$ cat src/rtl/cpu_pkg.sv
// Shared encodings for the simple RISC controller, decoder and datapath.
package cpu_pkg;

    localparam int unsigned OPC_W  = 3;
    localparam int unsigned OP_W   = 2;
    localparam int unsigned NSEL_W = 3;
    localparam int unsigned VSEL_W = 2;

    // Controller states
    typedef enum logic [2:0] {
        S_WAIT      = 3'd0,
        S_DECODE    = 3'd1,
        S_GET_A     = 3'd2,
        S_GET_B     = 3'd3,
        S_EXEC      = 3'd4,
        S_WRITE_REG = 3'd5,
        S_WRITE_IMM = 3'd6
    } state_t;

    // Opcode field (instruction[15:13])
    localparam logic [OPC_W-1:0] OPC_MOV = 3'b110;
    localparam logic [OPC_W-1:0] OPC_ALU = 3'b101;

    // Op field (instruction[12:11]) for OPC_ALU
    localparam logic [OP_W-1:0] OP_ADD = 2'b00;
    localparam logic [OP_W-1:0] OP_CMP = 2'b01;
    localparam logic [OP_W-1:0] OP_AND = 2'b10;
    localparam logic [OP_W-1:0] OP_MVN = 2'b11;

    // Op field for OPC_MOV
    localparam logic [OP_W-1:0] OP_MOVIMM = 2'b10;
    localparam logic [OP_W-1:0] OP_MOVREG = 2'b00;

    // One-hot register-field select
    localparam logic [NSEL_W-1:0] NSEL_NONE = 3'b000;
    localparam logic [NSEL_W-1:0] NSEL_RN   = 3'b001;
    localparam logic [NSEL_W-1:0] NSEL_RD   = 3'b010;
    localparam logic [NSEL_W-1:0] NSEL_RM   = 3'b100;

    // Writeback source select
    localparam logic [VSEL_W-1:0] VSEL_C     = 2'b00;
    localparam logic [VSEL_W-1:0] VSEL_PC    = 2'b01;
    localparam logic [VSEL_W-1:0] VSEL_IMM   = 2'b10;
    localparam logic [VSEL_W-1:0] VSEL_MDATA = 2'b11;

    // True for instructions that pass through the ALU and update status
    function automatic logic is_alu_instr(input logic [OPC_W-1:0] opcode,
                                          input logic [OP_W-1:0]  op);
        return (opcode == OPC_ALU) ||
               ((opcode == OPC_MOV) && (op == OP_MOVREG));
    endfunction

    // True for instructions whose ALU result bypasses A (operand A forced to zero)
    function automatic logic is_single_operand(input logic [OPC_W-1:0] opcode,
                                               input logic [OP_W-1:0]  op);
        return ((opcode == OPC_MOV) && (op == OP_MOVREG)) ||
               ((opcode == OPC_ALU) && (op == OP_MVN));
    endfunction

    // True for compare, which updates status but writes no register
    function automatic logic is_compare(input logic [OPC_W-1:0] opcode,
                                        input logic [OP_W-1:0]  op);
        return (opcode == OPC_ALU) && (op == OP_CMP);
    endfunction

endpackage

$ cat src/rtl/cpu_controller.sv
// Instruction sequencing FSM for the 16-bit simple RISC datapath.
module cpu_controller
    import cpu_pkg::*;
(
    input  logic              clk,
    input  logic              reset,
    input  logic              s,
    input  logic [OPC_W-1:0]  opcode,
    input  logic [OP_W-1:0]   op,
    output logic              w,
    output logic [NSEL_W-1:0] nsel,
    output logic [VSEL_W-1:0] vsel,
    output logic              write,
    output logic              loada,
    output logic              loadb,
    output logic              loadc,
    output logic              loads,
    output logic              asel,
    output logic              bsel,
    output logic              illegal
);

    state_t state_q;
    state_t state_d;

    // State register with synchronous reset back to WAIT
    always_ff @(posedge clk) begin
        if (reset) begin
            state_q <= S_WAIT;
        end else begin
            state_q <= state_d;
        end
    end

    // Next-state and output decode
    always_comb begin
        state_d = state_q;
        w       = 1'b0;
        nsel    = NSEL_NONE;
        vsel    = VSEL_C;
        write   = 1'b0;
        loada   = 1'b0;
        loadb   = 1'b0;
        loadc   = 1'b0;
        loads   = 1'b0;
        asel    = 1'b0;
        bsel    = 1'b0;
        illegal = 1'b0;

        unique case (state_q)
            S_WAIT: begin
                w = 1'b1;
                if (s) begin
                    state_d = S_DECODE;
                end
            end

            S_DECODE: begin
                case ({opcode, op})
                    {OPC_MOV, OP_MOVIMM}: state_d = S_WRITE_IMM;
                    {OPC_MOV, OP_MOVREG}: state_d = S_GET_B;
                    {OPC_ALU, OP_MVN}:    state_d = S_GET_B;
                    {OPC_ALU, OP_ADD},
                    {OPC_ALU, OP_CMP},
                    {OPC_ALU, OP_AND}:    state_d = S_GET_A;
                    default: begin
                        illegal = 1'b1;
                        state_d = S_WAIT;
                    end
                endcase
            end

            S_GET_A: begin
                nsel    = NSEL_RN;
                loada   = 1'b1;
                state_d = S_GET_B;
            end

            S_GET_B: begin
                nsel    = NSEL_RM;
                loadb   = 1'b1;
                state_d = S_EXEC;
            end

            S_EXEC: begin
                asel  = is_single_operand(opcode, op);
                loads = is_alu_instr(opcode, op);
                loadc = is_alu_instr(opcode, op) && !is_compare(opcode, op);
                if (is_compare(opcode, op)) begin
                    state_d = S_WAIT;
                end else begin
                    state_d = S_WRITE_REG;
                end
            end

            S_WRITE_REG: begin
                nsel    = NSEL_RD;
                vsel    = VSEL_C;
                write   = 1'b1;
                state_d = S_WAIT;
            end

            S_WRITE_IMM: begin
                nsel    = NSEL_RN;
                vsel    = VSEL_IMM;
                write   = 1'b1;
                state_d = S_WAIT;
            end

            default: begin
                state_d = S_WAIT;
            end
        endcase
    end

endmodule

$ cat config.mk
export PLATFORM = sky130hd
export DESIGN_NAME = cpu_controller
export DESIGN_NICKNAME = d
export VERILOG_FILES = /design/src/rtl/cpu_pkg.sv /design/src/rtl/cpu_controller.sv
export SDC_FILE = /design/constraint.sdc
export NUM_CORES = 1
export LEC_CHECK = 0
export ABC_CLOCK_PERIOD_IN_PS = 1700
export CORE_AREA = 2 2 39 41
export CTS_CLUSTER_DIAMETER = 80
export CTS_CLUSTER_SIZE = 28
export DETAILED_ROUTE_END_ITERATION = 8
export DIE_AREA = 0 0 41 43
export HOLD_SLACK_MARGIN = 0.06
export PLACE_DENSITY = 0.73
export SLEW_MARGIN = 20
export SYNTH_ARGS = -nofsm -noshare
export SYNTH_HDL_FRONTEND = slang
export SYNTH_SLANG_ARGS = --single-unit
$ cat constraint.sdc
create_clock -name clk -period 1.7 [get_ports clk]
set_input_delay 0.34 -clock clk [delete_from_list [all_inputs] [get_ports clk]]
set_output_delay 0.34 -clock clk [all_outputs]
set_load 0.01 [all_outputs]
* Word level (Yosys, flattened, before mapping) *
Cells that the tools add are included.

storage, ports and cells
  bits in registers = 3
  input bits = 8
  output and inout bits = 14

operators by class
  eq/ne operators = 17
  mux-type cells = 15
  reductions and logical operators = 14

operators with widths
  kind                number
  $eq 5x5->1 const B  6
  $pmux 3 s3          2
  $eq 3x3->1 const B  5
  $pmux 3 s5          1
  $mux 1              9
  $eq 3x2->1 const B  2
  $mux 3              2
  $reduce_or 2->1     3
  $reduce_or 6->1     1
  $logic_and 1x1->1   4
  $eq 3x1->1 const B  1
  $logic_not 3->1     1
  $reduce_or 3->1     1
  $eq 2x1->1 const B  1
  $eq 2x2->1 const B  1
  $logic_not 2->1     1
  $logic_or 1x1->1    2
  $mux 2              1
  $ne 2x2->1 const B  1
  $logic_not 1->1     1

* Logic depth before layout (Yosys ltp) *
Gate-level depths: netlist of the first run.

  depth after elaboration = 5
  depth in mapped cells = 4

* Worst setup path after synthesis of the first run *
OpenSTA, ideal clock, no wires.

  path kind = reg-to-output
  start point = register state_q[0]
  end point = output port loadc
  arrival time = 0.939 ns
  required time = 1.360 ns
  path slack = 0.421 ns
  cell stages (with the launch flop) = 5
  cells stage by stage = dfxtp_1 -> clkbuf_2 -> nor3b_1 -> nand2_1 -> nor2_1

between the ends
  longest elaborated chain between the ends = 2

RTL lines
  what                    line                  text
  from (decl)             cpu_controller.sv:23  state_t state_q;
  from (signal assigned)  cpu_controller.sv:31  state_q <= state_d;
  $eq 3x3->1              cpu_controller.sv:50  unique case (state_q)
  $mux 1                  cpu_controller.sv:50
  to (decl)               cpu_controller.sv:16  output logic loadc,

Every way passes these cells.

* Worst setup path in the final report of the first run *
  start point = register state_q[1]
  end point = output port write

between the ends
  longest elaborated chain between the ends = 3
  elaborated cells between the ends (all ways) = 4
  those cells by class = eq/ne: 2; mux: 1; reduce/logical: 1

RTL lines
  what                                line                  text
  $eq 3x3->1                          cpu_controller.sv:50
  $reduce_or 2->1 (no source line) *  n/a
  $mux 1 *                            cpu_controller.sv:50
  to (decl)                           cpu_controller.sv:13  output logic write,

Every way passes the cells marked *; elsewhere a longest branch is shown, timed or not.

==> results.md, run 1 <==
- The run finished with clean final reports.
- Relative to the synthesized area, the layout overhead comes to 78.6%.
- The count of different cell masters after synthesis is 29.
- Setup repair after global routing left no endpoint under its margin.
- The worst setup path is launched from a flop.
- For this run the aggregate overflow at the end of global routing stands at 0.
- Fill cells in the final layout number 148.
- The count of state elements after synthesis is 3.
- The number of hold buffers added after CTS was 0.
- STA classifies the critical path endpoint as a primary output.
- The via count of the first global-routing pass is 410.
- The count of buffers from port buffering is 19.
- The standby leakage power is 0.000336 uW.
- In this run the power density over the cells is approximately 450 nW/um2.
- The post-synthesis cell count is 52.
- Across every metal layer, demand over resource in global routing totals between 10% and 20%.
- The clock passes through at most 2 buffers.
- In the final routed layout, each cell accounts on average for between 10 and 15 um.
- The number of rows created at floorplan is 14.
- The detailed-route DRC error count is 0.
- Summed over all layers, the routed wires come to a little over 1000 um.
- Together, buffers and inverters on the worst path number 2.
- 22 I/O pins were placed.
- The worst hold margin is 0.559 ns.
- Total power for the finished layout comes to a little under 300 uW.
- The first global-routing pass estimated roughly 1600 um of wire.
- The clock period minus worst slack is between 1.5 and 2 ns.
- The TritonCTS clock tree is built.
- The number of sinks on the clock net is 3.
- Once the floorplan was initialized, standard cells occupied between 20% and 30% of the core.
- The insertion delay to the later sink of the worst-skew pair is 0.23 ns.
- In this design, the stage delay of the slowest critical-path cell is 0.31 ns.
- The hold violation count in the final report came to 0.
- The clock-pin slew on the worst setup and hold paths is approximately 0.04 ns.
- The number of design-rule violations left by the first detailed-router iteration is 1.
- Derived from the worst setup path, the maximum achievable clock frequency is between 600 and 700 MHz.
- The number of flip-flops under the largest register name is 3.
- The first TritonRoute pass finished after 4 iterations.
- The die is just over 40 um wide.
- The diode insertion count for antenna repair is 0.
- The library cell used as clock root buffer is sky130_fd_sc_hd__clkbuf_4.
- The required arrival time at the worst endpoint is around 1.4 ns.
- The weighted congestion reported at the end of routability-driven placement is roughly 0.73.
- The final layout contains between 90 and 100 nets.
- The final cycle utilization of the critical path is 96.3%.
- In the synthesized netlist the async set-or-reset flop fraction comes to 0%.
- The mean number of vias per cell is between 4 and 5.
- A synthesized cell averages between 7 and 8 um2.
- Yosys mapped a number of flops with a built-in enable equal to 0.
- Entering global routing, the biggest net connects 14 pins.
- Once detail routing completed, the nets flagged for antenna violations numbered 0.
- The worst voltage drop across the vdd grid is 0.261 mV.
- The maximum clock skew at final layout is between 0.002 and 0.003 ns.
- Of the post-synthesis cell area, the dominant cell type holds around 16%.
- The estimated wirelength of the detail-placed design is 704 um.
- The dominant delay contributor by cell family on the critical path is buffers and inverters.
- The arrival time of the worst setup path is about 1.3 ns.
- The die covers between 1500 and 2000 um2.
- The number of warnings printed during yosys synthesis is 0.
- The die is 43 um tall.
- sky130_fd_sc_hd__nor2_1 is the most common cell in the netlist.
- The register with the most flip-flops in the final layout is state_q.
- The clock buffer count from CTS is 3.
- Across all layers, the routed design uses between 400 and 500 vias.
- The critical path is of the reg -> out type.
- Walking the worst path, the cells encountered are buf_4 -> nand2b_1 -> a21boi_0 -> dlygate4sd2_1.
- Ranked by total cell area, the synthesized netlist is headed by sky130_fd_sc_hd__dfxtp_1 (16%), sky130_fd_sc_hd__nor2_1 (7.1%), sky130_fd_sc_hd__buf_4 (6.1%).
- Along the worst path, the maximum fanout reaches 9.
- The share of synthesized area occupied by flip-flops and latches is about 16%.
- The total number of H-tree levels is 1.
- Setup violations remaining at the end of the flow were counted as 0.
- For this run, the leading register cell type out of synthesis is sky130_fd_sc_hd__dfxtp_1.
- The core region is between 1000 and 1500 um2.
- Across the run, the number of max-cap violations was 0.
- The largest individual stage delay along the critical path comes from the cell sky130_fd_sc_hd__dfxtp_1.
- The fraction of final layout cells sized beyond drive strength 1 is around 36%.
- The final max-slew violation count is 0.
- In the final layout, the registers with the most flip-flops are state_q x3.
- The class of the tightest hold or removal check is reg -> reg.
- The cell type with the highest aggregate area in the netlist is sky130_fd_sc_hd__dfxtp_1.
- The initial antenna violation count is 0.
- After synthesis the cells add up to roughly 370 um2.
## what timing repair did
item                       4_1_cts  5_1_grt
buffers inserted                 4        1
gates resized for setup         34        6
pin swaps                        2        1
cloned                           0        0
setup endpoints to repair       12        5
## layer usage
| metal | part of all wire, % | wire length [um] | global-route usage [%] | vias up |
|---|---|---|---|---|
| met4 | 0 | 0 | 2.00 | 0 |
| li1 | - | - | - | 248 |
| met5 | 0 | 0 | 0 | - |
| met2 | 50 | 513 | 21.9 | 18 |
| met1 | 42 | 430 | 15.1 | 198 |
| met3 | 7.3 | 74 | 6.28 | 0 |
## cell usage in the layout, fill, tap and decap left out, types with 2 or more instances in the layout
cell and instances:
sky130_fd_sc_hd__buf_4 15, sky130_fd_sc_hd__dlygate4sd2_1 10, sky130_fd_sc_hd__nor2_1 7, sky130_fd_sc_hd__buf_2 4
sky130_fd_sc_hd__nand2b_1 3, sky130_fd_sc_hd__o21ai_1 3, sky130_fd_sc_hd__a21oi_1 3, sky130_fd_sc_hd__clkbuf_4 3
sky130_fd_sc_hd__and3b_2 2, sky130_fd_sc_hd__inv_1 2, sky130_fd_sc_hd__and2_1 2, sky130_fd_sc_hd__nor3b_2 2
sky130_fd_sc_hd__nand2_1 2, sky130_fd_sc_hd__o21ai_0 2, sky130_fd_sc_hd__conb_1 2, sky130_fd_sc_hd__clkbuf_2 2
sky130_fd_sc_hd__clkdlybuf4s50_1 2, sky130_fd_sc_hd__dfxtp_1 2
## worst register-to-register path, delay by kind of cell (launching register included)
family,cells,cell delay (ns)
flops,1,0.31
compound gates,1,0.05
buf+inv,1,0.16
simple gates,2,0.65
## path summary, 6_finish.rpt
kind / cells past startpoint / to / slack, ns / from
worst max-delay path: 4 / write / 0.06 / state_q[1]$_SDFFE_PP0P_
worst min-delay path: 3 / state_q[0]$_SDFFE_PP0P_ / 0.56 / state_q[0]$_SDFFE_PP0P_
worst max register to register: 4 / state_q[0]$_SDFFE_PP0P_ / 0.41 / state_q[1]$_SDFFE_PP0P_
worst min register to register: 3 / state_q[0]$_SDFFE_PP0P_ / 0.56 / state_q[0]$_SDFFE_PP0P_
## area by class of cell
cell class | instances | area [um2] | area share (%)
Inverter | 2 | 7.51 | 1.14
Timing Repair Buffer | 34 | 260 | 39.5
Clock buffer | 4 | 26.3 | 3.98
Sequential cell | 3 | 61.3 | 9.30
Multi-Input combinational cell | 42 | 284 | 43.1
Tap cell | 16 | 20.0 | 3.04
## cells by family after synthesis
| kind of cell | Yosys count | share of synthesized area [%] |
|---|---|---|
| AND/OR/NAND/NOR | 28 | 49.5 |
| AO/OA/AOI/OAI | 12 | 19.7 |
| buffers and inverters | 8 | 13.6 |
| flip-flops | 3 | 16.3 |
| other | 1 | 1.02 |
## power breakdown
group	switching, uW	internal (uW)
clock	34.4	87.7
sequential	3.26	75.0
combinational	43.7	50.4
total	81.4	213
## metrics by stage
stage / std cells / util, % / cell area [um2] / TNS [ns] / worst slack (ns)
after floorplan: 53 / - / 373 / 0 / 0.421
after global placement: 92 / 44.5 / 616 / -2.32 / -0.580
after detailed placement: 92 / 44.5 / 616 / -2.44 / -0.631
after CTS: 100 / 48.5 / 671 / 0 / 0.00396
after global routing: 101 / 47.6 / 659 / 0 / 0.00216
final: 101 / 47.6 / 659 / 0 / 0.0631
Note: power is estimated with default switching activity, not from simulation.
==> inputs of run 2 (changes only) <==
--- a/config.mk
+++ b/config.mk
@@ -13,5 +13,7 @@
 export DIE_AREA = 0 0 41 43
 export HOLD_SLACK_MARGIN = 0.06
+export MAX_ROUTING_LAYER = met4
 export PLACE_DENSITY = 0.73
+export SETUP_SLACK_MARGIN = 0.2
 export SLEW_MARGIN = 20
 export SYNTH_ARGS = -nofsm -noshare
==> constraint.sdc (replaced) <==
create_clock -name clk -period 1.7 [get_ports clk]
set_input_delay 0.34 -clock clk [delete_from_list [all_inputs] [get_ports clk]]
set_output_delay 0.34 -clock clk [all_outputs]
set_load 0.005 [all_outputs]
==> run 2 against run 1 <==
Compared with the run above:
- die area stayed put
- combinational power rose by 42%
- final area up 21%
- register-to-register slack worse by 0.06 ns
- first-iteration DRC count rose to 10 times the previous value
- utilization increased by 9.9 points
- cell count grew 5.9%
- critical endpoint is now state_q[1]$_SDFFE_PP0P_
==> results.md, run 2 (synthesis results as in run 1) <==
- The detailed-route DRC error count is 0 (unchanged).
- The max-cap violation count is 0 (unchanged).
- The layout filler cell count came to 148 (unchanged).
- The run finished with clean final reports.
- The number of top-level pins is 22 (unchanged).
- The mean number of vias per cell came to 4.72 (+2.7%).
- The worst setup path is of the in -> reg kind.
- The pin count of the biggest net entering global routing is 14 (unchanged).
- The maximum clock skew at final layout is 0.00147 ns (-0.00120 ns).
- The register cell area after layout is 62.6 um2 (+2.0%).
- The total number of H-tree levels is 1 (unchanged).
- The top cell types in the final layout, fill and taps aside, are sky130_fd_sc_hd__buf_4 (12), sky130_fd_sc_hd__buf_6 (11), sky130_fd_sc_hd__buf_2 (7).
- The global-route wire length before repair is 1810 um (+12%).
- The required arrival time at the worst endpoint is 1.83 ns (+0.47 ns).
- Setup repair after global routing could not meet its margin everywhere.
- The standby leakage power was 0.000394 uW (+17%).
- The highest fanout seen on the critical path is 5 (-4).
- The weighted congestion reported at the end of routability-driven placement is 0.772 (+5.6%).
- The layout net count is 100 (+6.4%).
- The number of design-rule violations left by the first detailed-router iteration is 10 (+9).
- The routed via count is 505 (+8.8%).
- The buffer levels on the longest clock path is 2 (unchanged).
- Traced cell by cell, the critical path runs through buf_8 -> nor3b_4 -> o21ai_2 -> buf_4 -> buf_6 -> buf_6 -> buf_6 -> buf_6 -> buf_6 -> buf_6 -> o41ai_4.
- The worst voltage drop across the vdd grid was 0.360 mV (+38%).
- The count of buffers from port buffering is 19 (unchanged).
- The achievable frequency is 615 MHz (+0.64%).
- The overall die height came to 43 um (unchanged).
- The routed length per placed instance is 11.4 um (+13%).
- The clock-pin slew on the worst setup and hold paths is 0.04 ns (about the same).
- The placeable core area is 1380 um2 (unchanged).
- STA classifies the critical path startpoint as an input pin.
- The global route total overflow is 0 (unchanged).
- The most frequent cell on the critical path is sky130_fd_sc_hd__buf_6.
- The final cycle utilization of the critical path was 95.7% (-0.61 points).
- The final max-slew violation count is 0 (unchanged).
- The master of the slowest instance on the critical path is sky130_fd_sc_hd__o41ai_4.
- The summed area of non-filler cells in the final layout is 797 um2 (+21%).
- The count of final setup violators is 0 (unchanged).
- The overall die area was 1760 um2 (unchanged).
- The diode insertion count for antenna repair is 0 (unchanged).
- The final sum of negative setup slack is 0 ns (unchanged).
- The clock buffer count from CTS was 3 (unchanged).
- The via count of the first global-routing pass is 482 (+18%).
- The number of search-and-repair iterations in the first detailed-routing pass is 3 (-1).
- The hold violation count in the final report was 0 (unchanged).
- The largest register by flop count is state_q.
- The hold-fix buffer count after cts is 0 (unchanged).
- The class of the tightest hold or removal check is in -> reg.
- The insertion delay to the later sink of the worst-skew pair is 0.23 ns (about the same).
- The estimated wirelength of the detail-placed design was 738 um (+4.8%).
- The arrival time of the worst setup path is 1.76 ns (+0.46 ns).
- The number of sinks on the clock net is 3 (unchanged).
- The clock period minus worst slack was 1.63 ns (-0.0104 ns).
- The total power divided by cell area is 424 nW/um2 (-5.2%).
- The TritonCTS clock tree is built.
- The die width was 41 um (unchanged).
- The post-detailed-routing wire length is 1220 um (+20%).
- The fraction of final layout cells sized beyond drive strength 1 is 56.0% (+20 points).
- The combined area of the multi-input logic cells came to 339 um2 (+19%).
- The initial antenna violation count was 0 (unchanged).
- The overall track demand over capacity in global routing came to 15.3% (+2.1 points).
- The maximum single-stage delay on the critical path is 0.26 ns (-0.05 ns).
- The number of rows created at floorplan is 14 (unchanged).
- The library cell used most frequently in the layout, excluding fill and tap cells, is sky130_fd_sc_hd__buf_4.
- The number of flip-flops under the largest register name is 3 (unchanged).
- The starting density of the core is 26.7% (unchanged).
- The largest registers in the layout are state_q x3.
- Clock tree synthesis selected as its root buffer the cell sky130_fd_sc_hd__clkbuf_4.
- The area growth from synthesis to layout is 116%.
- The remaining number of nets flagged by the antenna check after routing came to 0 (unchanged).
- The placed standard-cell area is 616 um2 (unchanged).
- The capturing element type of the critical path is a flop.
-- run 2: layout make-up --
| type | count | share of cell area (%) |
|---|---|---|
| inverters | 2 | 0.942 |
| clock buffers | 4 | 3.30 |
| multi-input cells | 42 | 42.5 |
| flip-flops and latches | 3 | 7.85 |
| repair buffers | 40 | 42.9 |
| well taps | 16 | 2.51 |
-- run 2: final timing paths --
check | start | endpoint | slack (ns) | depth (start not counted)
worst max register to register | state_q[0]$_SDFFE_PP0P_ | state_q[2]$_SDFFE_PP0P_ | 0.35 | 5
worst max-delay path | op[0] | state_q[1]$_SDFFE_PP0P_ | 0.07 | 11
worst min-delay path | op[0] | state_q[0]$_SDFFE_PP0P_ | 0.55 | 4
worst min register to register | state_q[0]$_SDFFE_PP0P_ | state_q[2]$_SDFFE_PP0P_ | 0.60 | 3
-- run 2: critical path: cells and delay by family --
kind,cells,cell delay (ns)
buffers and inverters,8,0.85
AO/OA/AOI/OAI,2,0.35
AND/OR/NAND/NOR,1,0.21
-- run 2: power by group --
group	internal (uW)	total [uW]	switching, uW
logic	80.2	134	53.8
clock network	87.9	124	36.5
registers	75.1	79.1	4.03
-- run 2: timing repair --
item | 4_1_cts | 5_1_grt
pin swaps | 7 | 7
resized for setup | 60 | 28
buffers inserted | 10 | 1
setup endpoints to repair | 13 | 10
gates cloned | 0 | 0
-- run 2: through the flow --
step	hold slack [ns]	power, uW	util [%]	setup slack [ns]	cells
4_1_cts	0.579	319	52.8	0.0467	106
2_1_floorplan	0.442	118	-	0.483	53
3_5_place_dp	0.577	169	44.5	-0.571	92
5_1_grt	0.582	362	57.6	0.0238	107
3_3_place_gp	0.572	167	44.5	-0.530	92
6_report	0.546	338	57.6	0.0735	107
-- run 2: layer usage --
metal | GRT usage (%) | part of all wire [%] | routed length, um
met1 | 14.4 | 38 | 461
met5 | - | 0 | 0
met4 | 2.00 | 0 | 0
met3 | 6.28 | 6.5 | 79
met2 | 27.8 | 56 | 680
==> inputs of run 3 (changes only) <==
- GPL_TIMING_DRIVEN: default -> 0
==> run 3 against run 2 <==
Compared with the run above:
- via count increased by 2.0%
- critical path depth decreased by 5
- worst hold slack improved by 0.056 ns
- clock skew increased by 0.0015 ns
- final area decreased by 5.3%
- non-clock buffer count decreased by 2
- combinational power decreased by 12%
- global-route usage decreased by 0.40 points
- critical path type is now reg -> out
==> results.md, run 3 (synthesis results as in run 1) <==
- The layout net count is 98 (-2.0%).
- The estimated wirelength of the detail-placed design came to 679 um (-8.0%).
- The max-cap violation count is 0 (unchanged).
- The arrival time of the worst setup path is 1.27 ns (-0.49 ns).
- The fraction of the core area covered by cells at the end of the flow is 54.5% (-3.1 points).
- The fraction of final layout cells sized beyond drive strength 1 was 57.3% (+1.3 points).
- The overall die height was 43 um (unchanged).
- The count of buffers from port buffering came to 19 (unchanged).
- The post-detailed-routing wire length is 1170 um (-3.9%).
- The class of the most critical setup path is reg -> out.
- The remaining number of nets flagged by the antenna check after routing is 0 (unchanged).
- The global route total overflow is 0 (unchanged).
- The required arrival time at the worst endpoint is 1.36 ns (-0.47 ns).
- The tightest min-delay check is of the in -> reg type.
- In the final layout, the registers with the most flip-flops are state_q x3.
- The number of search-and-repair iterations in the first detailed-routing pass is 2 (-1).
- The growth of design area from synthesis to finish is 104%.
- The highest-utilization routing layer at the global route stage is met2.
- The layout filler cell count is 135 (-8.8%).
- The die width was 41 um (unchanged).
- The insertion delay to the later sink of the worst-skew pair came to 0.23 ns (about the same).
- The largest register by flop count is state_q.
- The buffer levels on the longest clock path is 2 (unchanged).
- The diode insertion count for antenna repair came to 0 (unchanged).
- The routed length per placed instance came to 11.2 um (-2.0%).
- The global-route wire length before repair is 1740 um (-4.2%).
- The hold-fix buffer count after cts is 0 (unchanged).
- The number of top-level pins came to 22 (unchanged).
- The maximum single-stage delay on the critical path is 0.33 ns (+0.07 ns).
- The met3 usage in global routing came to 6.28% (unchanged).
- The master of the slowest instance on the critical path is sky130_fd_sc_hd__dfxtp_2.
- The least setup slack across all paths after layout is 0.0866 ns (+0.0131 ns).
- The global routing met1 resource utilization is 13.8% (-0.59 points).
- Grouping stages by cell kind, the critical path spends the most delay in buffers and inverters.
- CTS placed an instance of sky130_fd_sc_hd__clkbuf_4 at the clock tree root.
- The run finished with clean final reports.
- The overall track demand over capacity in global routing is 14.9% (-0.40 points).
- The routed via count is 515 (+2.0%).
- The starting density of the core came to 26.7% (unchanged).
- The number of sinks on the clock net is 3 (unchanged).
- The maximum clock skew at final layout was 0.00296 ns (+0.00149 ns).
- In the layout the commonest cells are sky130_fd_sc_hd__buf_4 (15), sky130_fd_sc_hd__buf_2 (7), sky130_fd_sc_hd__nor2_1 (4), sky130_fd_sc_hd__dlygate4sd2_1 (4).
- The TritonCTS clock tree is built.
- The total number of H-tree levels came to 1 (unchanged).
- The number of flip-flops under the largest register name was 3 (unchanged).
- The detailed-route DRC error count was 0 (unchanged).
- The met2 track demand over resource is 26.3% (-1.6 points).
- Setup repair after global routing could not meet its margin everywhere.
- Traced cell by cell, the critical path runs through buf_4 -> nor3b_4 -> nand2_2 -> buf_6 -> nor2_2 -> buf_2.
- The clock buffer count from CTS is 3 (unchanged).
- The count of placed standard cells including taps is 88 (-4.3%).
- The via count of the first global-routing pass is 451 (-6.4%).
- The worst path buffer plus inverter count came to 3 (-5).
- The register cell area after layout came to 62.6 um2 (unchanged).
- The worst voltage drop across the vdd grid is 0.211 mV (-41%).
- The clock period minus worst slack is 1.61 ns (-0.0131 ns).
- The most common library cell in the layout ignoring fill and taps is sky130_fd_sc_hd__buf_4.
- The number of rows created at floorplan is 14 (unchanged).
- The overall die area is 1760 um2 (unchanged).
- The highest fanout seen on the critical path was 4 (-1).
- The final max-slew violation count was 0 (unchanged).
- The pin count of the biggest net entering global routing was 7 (-7).
- The clock-pin slew on the worst setup and hold paths came to 0.04 ns (about the same).
- The standby leakage power was 0.000367 uW (-6.7%).
- The achievable frequency is 620 MHz (+0.81%).
- The weighted congestion reported at the end of routability-driven placement is 0.753 (-2.5%).
- The initial antenna violation count is 0 (unchanged).
- The pre-CTS setup slack came to -0.566 ns (+0.00536 ns).
- The hold violation count in the final report came to 0 (unchanged).
- The mean number of vias per cell is 4.90 (+3.9%).
- The count of final setup violators was 0 (unchanged).
- The placeable core area is 1380 um2 (unchanged).
- The number of design-rule violations left by the first detailed-router iteration is 3 (-7).
- The combined area of the multi-input logic cells is 335 um2 (-1.1%).
- The capturing element type of the critical path is a primary output.
- The number of cells in the finished layout apart from fillers came to 105 (-1.9%).
- The total power divided by cell area is 423 nW/um2 (-0.17%).
- The startpoint type of the worst setup path is a flop.
- The final cycle utilization of the critical path came to 94.9% (-0.77 points).
## run 3: stage by stage
step                      TNS (ns)  power, uW  hold WS (ns)  instance area, um2
after floorplan                  0        118         0.442                 373
after detailed placement     -2.21        161         0.604                 583
after CTS                        0        310         0.583                 722
after global placement       -2.18        160         0.598                 583
final                            0        319         0.602                 754
after global routing             0        344         0.617                 754
## run 3: report_power, final
| group | internal, uW | switching (uW) |
|---|---|---|
| Combinational | 67.5 | 51.0 |
| Clock | 87.8 | 35.1 |
| Sequential | 75.0 | 2.70 |
## run 3: routing by layer
layer	up-vias	wire length (um)	share of wire, %
met1	237	427	36
met2	22	640	55
met3	2	84	7.2
met5	-	0	0
met4	0	21	1.8
li1	254	-	-
## run 3: repair_timing
item / CTS / global route
buffers inserted: 12 / 1
pin swaps: 9 / 7
endpoints found under the setup margin: 12 / 12
resized for setup: 61 / 15
gates cloned: 0 / 0
## run 3: layout make-up
type | count | area share (%)
Multi-Input combinational cell | 42 | 44.4
Timing Repair Buffer | 32 | 31.8
Sequential cell | 3 | 8.29
Buffer | 6 | 8.29
Clock buffer | 4 | 3.48
Tap cell | 16 | 2.65
Inverter | 2 | 0.995
## run 3: worst paths after layout
path / start / endpoint / slack [ns] / cells past startpoint
setup / recovery: state_q[2]$_SDFFE_PP0P_ / loads / 0.09 / 6
hold / removal: opcode[0] / state_q[1]$_SDFFE_PP0P_ / 0.60 / 4
setup reg to reg: state_q[1]$_SDFFE_PP0P_ / state_q[2]$_SDFFE_PP0P_ / 0.19 / 6
hold reg to reg: state_q[1]$_SDFFE_PP0P_ / state_q[2]$_SDFFE_PP0P_ / 0.66 / 4
## run 3: worst min-delay path, delay by kind of cell
family          cells  cell delay [ns]
compound gates      2             0.20
buf+inv             1             0.17
simple gates        1             0.07
